**config.mk**
```make
export PLATFORM = sky130hd
export DESIGN_NAME = uart_rx_mmio_fifo
export DESIGN_NICKNAME = d
export VERILOG_FILES = /design/src/rtl/uart_rx_pkg.sv /design/src/rtl/sync_fifo_param.sv /design/src/rtl/uart_rx_mmio_fifo.sv
export SDC_FILE = /design/constraint.sdc
export NUM_CORES = 1
export LEC_CHECK = 0
export CAP_MARGIN = 25
export CORE_MARGIN = 2
export CORE_UTILIZATION = 29
export DETAILED_ROUTE_END_ITERATION = 8
export GPL_TIMING_DRIVEN = 0
export SYNTH_ARGS = -nofsm -noshare
export SYNTH_HDL_FRONTEND = slang
export SYNTH_SLANG_ARGS = --single-unit
```
**constraint.sdc**
```tcl
create_clock -name clk -period 6.4 [get_ports clk]
set_input_delay 1.6 -clock clk [delete_from_list [all_inputs] [get_ports clk]]
set_output_delay 1.6 -clock clk [all_outputs]
set_load 0.02 [all_outputs]
```
**src/rtl/uart_rx_pkg.sv**
```systemverilog
// Shared constants, CTRL payload and capture-FSM states for the UART RX MMIO window.
package uart_rx_pkg;

  localparam logic [3:0] DATA_OFF   = 4'h0;
  localparam logic [3:0] STATUS_OFF = 4'h4;
  localparam logic [3:0] CTRL_OFF   = 4'h8;

  localparam int unsigned ST_NE      = 0;
  localparam int unsigned ST_FULL    = 1;
  localparam int unsigned ST_OVR     = 2;
  localparam int unsigned ST_PERR    = 3;
  localparam int unsigned ST_CNT_LSB = 4;
  localparam int unsigned ST_CNT_W   = 4;

  localparam int unsigned CTRL_PE      = 0;
  localparam int unsigned CTRL_ODD     = 1;
  localparam int unsigned CTRL_IE      = 2;
  localparam int unsigned CTRL_CLR_ERR = 4;
  localparam int unsigned CTRL_FLUSH   = 5;

  typedef struct packed {
    logic ie;
    logic odd;
    logic pe;
  } ctrl_t;

  typedef enum logic [1:0] {
    IDLE     = 2'd0,
    CAPTURE  = 2'd1,
    CLEAR    = 2'd2,
    WAIT_LOW = 2'd3
  } rx_state_e;

  // Even parity flags an odd total of ones; odd parity flags an even total.
  function automatic logic parity_err(input logic [8:0] frame, input logic odd);
    return (^frame) ^ odd;
  endfunction

endpackage

```
**src/rtl/sync_fifo_param.sv**
```systemverilog
// Single-clock FIFO with flush; guards ignore push when full (unless popping) and pop when empty.
module sync_fifo_param #(
  parameter int unsigned WIDTH = 8,
  parameter int unsigned DEPTH = 8,
  parameter int unsigned CNT_W = $clog2(DEPTH) + 1
) (
  input  logic             clk,
  input  logic             n_rst,
  input  logic             push,
  input  logic [WIDTH-1:0] din,
  input  logic             pop,
  input  logic             flush,
  output logic [WIDTH-1:0] dout,
  output logic             full,
  output logic             empty,
  output logic [CNT_W-1:0] count
);

  localparam int unsigned PTR_W = $clog2(DEPTH);

  logic [WIDTH-1:0] r_mem [DEPTH];
  logic [PTR_W-1:0] r_wptr;
  logic [PTR_W-1:0] r_rptr;
  logic [CNT_W-1:0] r_count;
  logic             w_pop;
  logic             w_push;

  assign full   = (r_count == CNT_W'(DEPTH));
  assign empty  = (r_count == '0);
  assign count  = r_count;
  assign dout   = r_mem[r_rptr];
  // A pop in the same cycle frees the slot a full-FIFO push needs.
  assign w_pop  = pop & ~empty & ~flush;
  assign w_push = push & (~full | w_pop) & ~flush;

  always_ff @(posedge clk) begin
    if (w_push) begin
      r_mem[r_wptr] <= din;
    end
  end

  always_ff @(posedge clk or negedge n_rst) begin
    if (!n_rst) begin
      r_wptr  <= '0;
      r_rptr  <= '0;
      r_count <= '0;
    end else if (flush) begin
      r_wptr  <= '0;
      r_rptr  <= '0;
      r_count <= '0;
    end else begin
      if (w_push) r_wptr <= r_wptr + PTR_W'(1);
      if (w_pop)  r_rptr <= r_rptr + PTR_W'(1);
      case ({w_push, w_pop})
        2'b10:   r_count <= r_count + CNT_W'(1);
        2'b01:   r_count <= r_count - CNT_W'(1);
        default: r_count <= r_count;
      endcase
    end
  end

endmodule

```
**src/rtl/uart_rx_mmio_fifo.sv**
```systemverilog
// Captures UART RX frames into a FIFO and exposes DATA/STATUS/CTRL registers to the core.
module uart_rx_mmio_fifo
  import uart_rx_pkg::*;
#(
  parameter int unsigned DEPTH = 8,
  parameter int unsigned CNT_W = 4
) (
  input  logic        clk,
  input  logic        n_rst,
  input  logic        rx_ready,
  input  logic [8:0]  rx_frame,
  output logic        rx_ready_clr,
  input  logic [3:0]  addr,
  input  logic        re,
  input  logic        we,
  input  logic [31:0] wdata,
  output logic [31:0] rdata,
  output logic        irq
);

  rx_state_e        r_state;
  rx_state_e        w_state_nxt;
  logic             r_rx_ready_clr;
  ctrl_t            r_ctrl;
  logic             r_ovr;
  logic             r_perr;

  logic             w_capture;
  logic             w_rd_data;
  logic             w_ctrl_wr;
  logic             w_flush;
  logic             w_clr_err;
  logic             w_pop;
  logic             w_push;
  logic             w_ovr_set;
  logic             w_perr_set;
  logic [7:0]       w_dout;
  logic             w_full;
  logic             w_empty;
  logic [CNT_W-1:0] w_count;
  logic             w_unused_wdata;

  assign w_unused_wdata = &{1'b0, wdata[31:6], wdata[3]};

  always_ff @(posedge clk or negedge n_rst) begin
    if (!n_rst) begin
      r_state        <= IDLE;
      r_rx_ready_clr <= 1'b0;
    end else begin
      r_state        <= w_state_nxt;
      r_rx_ready_clr <= (w_state_nxt == CLEAR);
    end
  end

  // WAIT_LOW holds off re-capture until the receiver has actually dropped ready.
  always_comb begin
    w_state_nxt = r_state;
    w_capture   = 1'b0;
    case (r_state)
      IDLE:     if (rx_ready) w_state_nxt = CAPTURE;
      CAPTURE: begin
        w_capture   = 1'b1;
        w_state_nxt = CLEAR;
      end
      CLEAR:    w_state_nxt = WAIT_LOW;
      WAIT_LOW: if (!rx_ready) w_state_nxt = IDLE;
      default:  w_state_nxt = IDLE;
    endcase
  end

  assign rx_ready_clr = r_rx_ready_clr;

  assign w_rd_data  = re & (addr == DATA_OFF);
  assign w_ctrl_wr  = we & (addr == CTRL_OFF);
  assign w_flush    = w_ctrl_wr & wdata[CTRL_FLUSH];
  assign w_clr_err  = w_ctrl_wr & wdata[CTRL_CLR_ERR];
  assign w_pop      = w_rd_data & ~w_empty;
  assign w_push     = w_capture & ~w_flush;
  assign w_ovr_set  = w_push & w_full & ~w_pop;
  assign w_perr_set = w_capture & r_ctrl.pe & parity_err(rx_frame, r_ctrl.odd);

  sync_fifo_param #(
    .WIDTH (8),
    .DEPTH (DEPTH),
    .CNT_W (CNT_W)
  ) u_fifo (
    .clk   (clk),
    .n_rst (n_rst),
    .push  (w_push),
    .din   (rx_frame[7:0]),
    .pop   (w_pop),
    .flush (w_flush),
    .dout  (w_dout),
    .full  (w_full),
    .empty (w_empty),
    .count (w_count)
  );

  // Sticky flags: a new error in the clearing cycle keeps the flag set.
  always_ff @(posedge clk or negedge n_rst) begin
    if (!n_rst) begin
      r_ovr  <= 1'b0;
      r_perr <= 1'b0;
      r_ctrl <= '0;
    end else begin
      if (w_ovr_set)      r_ovr <= 1'b1;
      else if (w_clr_err) r_ovr <= 1'b0;
      if (w_perr_set)     r_perr <= 1'b1;
      else if (w_clr_err) r_perr <= 1'b0;
      if (w_ctrl_wr) begin
        r_ctrl.pe  <= wdata[CTRL_PE];
        r_ctrl.odd <= wdata[CTRL_ODD];
        r_ctrl.ie  <= wdata[CTRL_IE];
      end
    end
  end

  always_comb begin
    rdata = '0;
    case (addr)
      DATA_OFF: begin
        if (!w_empty) rdata[7:0] = w_dout;
      end
      STATUS_OFF: begin
        rdata[ST_NE]   = ~w_empty;
        rdata[ST_FULL] = w_full;
        rdata[ST_OVR]  = r_ovr;
        rdata[ST_PERR] = r_perr;
        rdata[ST_CNT_LSB +: ST_CNT_W] = ST_CNT_W'(w_count);
      end
      CTRL_OFF: begin
        rdata[CTRL_PE]  = r_ctrl.pe;
        rdata[CTRL_ODD] = r_ctrl.odd;
        rdata[CTRL_IE]  = r_ctrl.ie;
      end
      default: rdata = '0;
    endcase
  end

  assign irq = ~w_empty & r_ctrl.ie;

endmodule

```
[After elaboration in Yosys (flattened, before gate mapping)]
Memory sizes are Yosys's and may differ from the RTL's.
Cells that the tools add are included.
Storage, ports and cells
  register bits: 18
  bits in latches: 0
  bits in writable memories: 64
  memory bits (read-only): 0
  input bits: 50
  output and inout port bits: 34
  logic and storage cells: 72
  memories: 1
Operators by class
  add/subtract/negate cells: 4
  multipliers: 0
  div/mod/pow operators: 0
  $lt $le $gt $ge: 0
  equality and inequality tests: 9
  shift operators: 0
  multiplexer cells: 18
  bitwise gates (word level): 21
  reduce and logical (&&, ||, !) cells: 9
Memories
  u_fifo.r_mem: words 8, bits a word 8, rd ports 1, clocked after Yosys merged registers in 0, wr ports 1, line sync_fifo_param.sv:21  | logic [WIDTH-1:0] r_mem [DEPTH];
Operator list (number)
  $and A1 B1 Y1: 15
  $mux W3: 4
  $pmux W5 S2: 1
  $pmux W3 S3: 1
  $reduce_xor A9 Y1: 1
  $eq A2 B2 Y1 const B: 4
  $eq A4 B4 Y1 const B: 2
  $logic_not A4 Y1: 2
  $mux W8: 1
  $pmux W2 S4: 1
  $pmux W4 S2: 1
  $reduce_bool A2 Y1: 4
  $add A3 B1 Y3 const B: 2
  $mux W1: 6
  $add A4 B1 Y4 const B: 1
  $eq A2 B1 Y1 const B: 2
  $eq A4 B3 Y1 const B: 1
  $mux W2: 2
  $mux W4: 1
  $not A1 Y1: 4
  $sub A4 B1 Y4 const B: 1
  $reduce_bool A3 Y1: 1
  $logic_not A2 Y1: 1
  $or A1 B1 Y1: 1
  $xor A1 B1 Y1: 1

[Logic depth before layout (Yosys ltp)]
Gate-level depths: netlist of run 1.
  word-level depth: 11
  depth in mapped cells: 13
  mapped depth without buffers: 11

[Hierarchy]
From an unflattened synthesis of run 1, not the netlist that was laid out.
Second synthesis, totals
  cells, all modules: 247
  area, all modules: 3875.0 sq um
By module, submodules not included
  sync_fifo_param: times used 1, cells an instance 166, area each 3115.5 sq um
  uart_rx_mmio_fifo: times used 1, cells an instance 81, area each 759.5 sq um

[Least setup slack after synthesis of run 1]
No wires, ideal clock.
  path type: input -> output
  from: input port addr[2]
  to: output port rdata[3]
  arrival time: 2.872 ns
  required time: 4.800 ns
  slack: 1.928 ns
  cell stages on the path: 4
  buffers on the path: 1
  cells stage by stage: or3_4 -> or3_1 -> clkbuf_1 -> o21ai_1
Between the ends
  cells in the longest elaborated chain, start to end: 2
  elaborated cells on any way between the ends: 3
  those cells by class: eq/ne: 1; mux: 1; reduce/logical: 1
Ends and longest elaborated chain
  from (decl): line uart_rx_mmio_fifo.sv:13  | input logic [3:0] addr,
  $eq A4 B3 Y1 / $logic_not A4 Y1 (equally long branches): line uart_rx_mmio_fifo.sv:120  | case (addr)
  $pmux W5 S2 (*): line uart_rx_mmio_fifo.sv:120
  to (decl): line uart_rx_mmio_fifo.sv:17  | output logic [31:0] rdata,
Mark *: on every way between the ends. The rest lies on a longest branch, timed or not.

[Final worst setup path of run 1]
  from: input port addr[1]
  to: output port rdata[2]
Between the ends
  cells in the longest elaborated chain, start to end: 2
  elaborated cells on any way between the ends: 4
  those cells by class: eq/ne: 2; mux: 1; reduce/logical: 1
Ends and longest elaborated chain (line)
  $eq A4 B4 Y1, or another cell as far along: uart_rx_mmio_fifo.sv:120
  $pmux W3 S3 (*): uart_rx_mmio_fifo.sv:120
Marked as above.

==> reports/metrics.yaml, run 1 <==
status: "finished, final reports clean"
setup_ws_ns: 0.912
synth_fa_ha_area_frac: 0.0164
pre_cts_slack_ns: 0.922
p_leak_nw: 1.70
async_flop_share: 0.220
fin_nets: 367
insertion_delay_ns: 0.34
drv_slew: 0
drive_gt1_frac: 0.246
clockBufferDepth: 2
top_layer: "met4"
placed_cells: 473
avgSynthCellArea_sq_um: 15.5
die_w_microns: 119
num-fill-cells: 1213
crit_required_ns: 4.80
area_growth_syn_to_layout_pct: 24.1
maxSlewHeadroom: 0.357
hold_viol: 0
cts.clk_slew.worst_paths_ns: 0.07
grt.total_usage: 0.110
io_pins: 84
max_freq_mhz: 182
num_rows: 41
synth_top_family_by_area: "multiplexers"
cts_hold_buffers: 0
tightest_slew_ns: 0.961
placeableCoreArea_sq_um: 12700
holdWs_ns: 0.496
yosysSeqAreaShare: 0.621
io_buffers: 32
cts_tree: "done"
initial_utilization: 0.300
crit_path_start_kind: "primary input"
ir_worst_vdd_uv: 220
dr.pass1.iters: 4
synth_largest_area_cell: "edfxtp_1"
setup_viol: 0
htree_levels: 3
ys_warn_count: 0
drt-initial-drc-count: 143
synth-edff-count: 64
antenna_found_initial: 0
grt_setup_unrepaired: "no"
synth_compound_gate_area_share: 0.0429
synth_top_area_frac: 0.503
grt_pass1_wl_microns: 11600
cts_setup_buffers: 0
vias: 2147
synth_flop_cell: "edfxtp_1"
crit_type: "in2out"
drt-total-wl_microns: 7550
post-route-period-util: 0.858
worstPathMaxFanout: 7
p_per_area_nw_per_um2: 368
synthCells: 246
viasPerCell: 4.39
die_area_sq_um: 14100
fin_skew_ns: 0.0109
final_cell_count_no_fill: 489
synth_xor_area_frac: 0.0390
design_area_sq_um: 4740
drt.antenna.violating_nets: 0
yosys-top-cells-area: "edfxtp_1 50%, dfrtp_1 12%, mux4_2 9.4%"
ys_ff_latch: 82
first_global_vias: 2105
grt_max_degree: 19
drv_cap: 0
dr_wl_met3_microns: 507
wl_met2_microns: 3580
clock-root-buffer: "clkbuf_16"
endpoint_kind: "output pin"
muxShareOfSynthArea: 0.132
grt_overflow_total: 0
cp_data_arrival_time_ns: 3.89
place_area_sq_um: 4440
cts_resized: 0
fin_setup_tns_ns: 0
hpwl_microns: 5260
wirelength_met1_microns: 3400
cts_num_sinks: 82
min_period_ns: 5.49
drc_errors: 0
layout_commonest_cell: "edfxtp_1"
final_cell_mix: "64 x edfxtp_1, 32 x clkdlybuf4s50_1, 24 x buf_4, 24 x conb_1, 18 x dfrtp_1"
num_antenna_cells: 0
yosys.area_share.simple: 0.0832
die_h_microns: 119
place_congestion: 0.786
hold_class: "reg2reg"
cts_buffers: 9
wl_per_cell_microns: 15.4
ys_types: 46
synth_area_sq_um: 3820
-- per-stage QoR --
stage                     power [W]  utilization
after CTS                   0.00176        0.373
after global routing        0.00184        0.373
final                       0.00174        0.373
after detailed placement    0.00125        0.349
after floorplan             0.00109            -
after global placement      0.00123        0.349
-- area by class of cell --
class	count	area (sq um)	area share
Tap cell	172	215	0.0454
Sequential cell	82	2370	0.500
Clock inverter	7	75.1	0.0158
Clock buffer	9	225	0.0475
Timing Repair Buffer	32	320	0.0675
Multi-Input combinational cell	149	1290	0.272
Buffer	33	228	0.0480
Inverter	5	18.8	0.00396
-- per-layer routing --
metal | GRT usage | vias up
met3 | 0.0410 | 7
met1 | 0.141 | 1060
met2 | 0.179 | 77
met4 | 0.0223 | 0
li1 | - | 1003
met5 | 0 | -
-- logic make-up (layout without fill, tap and decap cells) --
| kind of cell | Yosys count | in the layout |
|---|---|---|
| flops | 82 | 82 |
| simple gates | 50 | 50 |
| buf+inv | 38 | 86 |
| mux | 30 | 30 |
| compound gates | 23 | 23 |
| xor+xnor | 17 | 17 |
| fa+ha+maj | 5 | 5 |
| other cells | 1 | 24 |
-- cells in the mapped netlist, types with 3 or more instances --
cell type,count
edfxtp_1,64
buf_4,24
dfrtp_1,18
mux4_2,16
nor2_1,14
nand2_1,12
xnor2_1,11
mux2i_1,10
xor2_1,6
ha_1,5
inv_1,5
o21ai_1,5
a21oi_1,4
buf_2,4
mux2_2,4
o21ai_0,4
nor2b_1,3
-- path summary, 6_finish.rpt --
path / start / endpoint / slack, ns / depth (start not counted)
setup / recovery: addr[1] / rdata[2] / 0.91 / 6
hold / removal: r_state[0] / r_state[0] / 0.50 / 1
setup reg to reg: u_fifo.count[1] / u_fifo.count[2] / 3.44 / 13
hold reg to reg: r_state[0] / r_state[0] / 0.50 / 1
max in group asynchronous: n_rst / u_fifo.count[0] / 4.11 / 1
min in group asynchronous: n_rst / r_state[0] / 1.75 / 1
-- worst max-delay path: stages --
cell             delay (ns)
clkdlybuf4s50_1        0.48
or3_4                  0.45
or3_1                  0.35
clkbuf_1               0.18
o32ai_1                0.16
clkdlybuf4s50_1        0.66
-- state kept, by name, summed over array words and instances, names as in the netlist --
| signal | cells |
|---|---|
| u_fifo.r_mem | 64 |
| u_fifo.count | 4 |
| r_ctrl | 3 |
| u_fifo.r_rptr | 3 |
| u_fifo.r_wptr | 3 |
| r_state | 2 |
| r_ovr | 1 |
| r_perr | 1 |
| rx_ready_clr | 1 |
-- power by group --
| part | switching (W) | internal [W] | leakage, nW |
|---|---|---|---|
| registers | 0.0000594 | 0.000673 | 0.799 |
| logic | 0.000268 | 0.000228 | 0.763 |
| clock network | 0.000210 | 0.000305 | 0.142 |
| total | 0.000537 | 0.00121 | 1.70 |
Power figures use the tool's default switching activity.
==> inputs of run 2 (changes only) <==
Settings changed: CELL_PAD_IN_SITES_DETAIL_PLACEMENT set to 1, CELL_PAD_IN_SITES_GLOBAL_PLACEMENT set to 1, CORE_MARGIN 2 to 10, CTS_CLUSTER_SIZE set to 28, PLACE_DENSITY_LB_ADDON set to 0.1.
==> run 2 against run 1 <==
  * Via count up 0.88%
  * Final cell count up 0.41%
  * Fmax down 1.6%
  * Routed wire length up 21%
  * Non-clock buffer count up 2
  * Utilization down 0.071 points
  * Global-route usage down 0.53 points
  * Worst hold slack about the same
  * Combinational power up 3%
  * Critical path type unchanged
==> reports/metrics.yaml, run 2 (same netlist as run 1, synthesis figures left out) <==
grt_max_degree: 19
hpwl_microns: 6490
setup_viol: 0
crit_path_start_kind: "primary input"
post-route-period-util: 0.871
fin_skew_ns: 0.00909
endpoint_kind: "output pin"
worstPathMaxFanout: 7
pre_cts_slack_ns: 0.815
layout.core_utilization: 0.372
final_cell_mix: "64 x edfxtp_1, 32 x clkdlybuf4s50_1, 25 x buf_4, 24 x conb_1, 18 x dfrtp_1"
wl_per_cell_microns: 18.5
dr.pass1.iters: 4
tightest_slew_ns: 0.917
crit_required_ns: 4.80
io_buffers: 32
final_cell_count_no_fill: 491
cts_num_sinks: 82
grt_overflow_total: 0
insertion_delay_ns: 0.34
p_leak_nw: 1.71
vias: 2166
status: "finished, final reports clean"
first_global_vias: 2450
crit_type: "in2out"
clock-root-buffer: "clkbuf_16"
drv_slew: 0
io_pins: 84
p_per_area_nw_per_um2: 362
cp_data_arrival_time_ns: 3.98
grt_pass1_wl_microns: 14300
drt.antenna.violating_nets: 0
grt_setup_unrepaired: "no"
area_growth_syn_to_layout_pct: 24.4
layout_commonest_cell: "edfxtp_1"
placeableCoreArea_sq_um: 12800
cts_buffers: 9
max_freq_mhz: 179
setup_ws_ns: 0.824
seqCellArea_sq_um: 2370
grt.total_usage: 0.105
die_h_microns: 135
ir_worst_vdd_uv: 151
p_total_w: 0.00172
min_period_ns: 5.58
die_w_microns: 135
largest_register: "u_fifo.r_mem"
fin_setup_tns_ns: 0
place_congestion: 0.734
drive_gt1_frac: 0.248
placed_cells: 473
hold_class: "reg2reg"
multi_input_area_sq_um: 1290
htree_levels: 3
antenna_found_initial: 0
viasPerCell: 4.41
largest_reg_flops: 64
num_antenna_cells: 0
drc_errors: 0
clockBufferDepth: 2
fin_nets: 369
num-fill-cells: 1329
cts_setup_buffers: 0
drt-total-wl_microns: 9110
cts_hold_buffers: 0
initial_utilization: 0.299
num_rows: 41
maxSlewHeadroom: 0.385
cts_tree: "done"
drv_cap: 0
hold_viol: 0
die_area_sq_um: 18200
drt-initial-drc-count: 123
cts_resized: 0
cts.clk_slew.worst_paths_ns: 0.05
[run 2: changes by cell type in the layout (fill, tap and decap cells not counted)]
cell / delta
clkinvlp_2: -1
clkbuf_8: +1
clkinv_2: +1
clkinv_1: -1
buf_4: +1
bufinv_16: -1
clkinvlp_4: +1
inv_6: -2
inv_8: -1
clkinv_4: +1
clkbuf_1: +2
buf_16: +1
[run 2: report_power, final]
group / total [W] / internal [W] / switching [W]
combinational: 0.000509 / 0.000232 / 0.000277
clock: 0.000481 / 0.000274 / 0.000207
sequential: 0.000733 / 0.000673 / 0.0000592
[run 2: layout make-up]
class	count	share of cell area
clock buffers	12	0.0519
clock inverters	4	0.00605
multi-input cells	149	0.271
repair buffers	34	0.0748
plain buffers	33	0.0479
inverters	5	0.00395
well taps	172	0.0453
flip-flops and latches	82	0.499
[run 2: routing by layer]
layer | track usage | wire (microns) | vias to the layer above
li1 | - | - | 1018
met1 | 0.131 | 4180 | 1092
met2 | 0.169 | 4330 | 47
met3 | 0.0282 | 454 | 9
met4 | 0.0399 | 139 | 0
met5 | 0 | 0 | -
[run 2: worst paths after layout]
check	slack, ns	end	start	cells after the start
min in group asynchronous	1.48	r_state[1]	n_rst	1
hold / removal	0.50	r_state[0]	r_state[0]	1
max in group asynchronous	4.58	u_fifo.count[0]	n_rst	2
hold reg to reg	0.50	r_state[0]	r_state[0]	1
setup / recovery	0.82	rdata[1]	addr[1]	6
setup reg to reg	3.38	u_fifo.count[2]	u_fifo.count[1]	13
[run 2: worst max-delay path: stages]
cell and delay [ns]:
clkdlybuf4s50_1 0.50, or3_4 0.46, or3_1 0.35, clkbuf_1 0.19, o32ai_1 0.19, clkdlybuf4s50_1 0.68
[run 2: stage by stage]
stage | hold slack (ns) | instance area [sq um]
floorplan | 0.448 | 3910
global route | 0.531 | 4750
CTS | 0.502 | 4720
finish | 0.495 | 4750
global placement | 0.480 | 4440
detailed placement | 0.495 | 4440
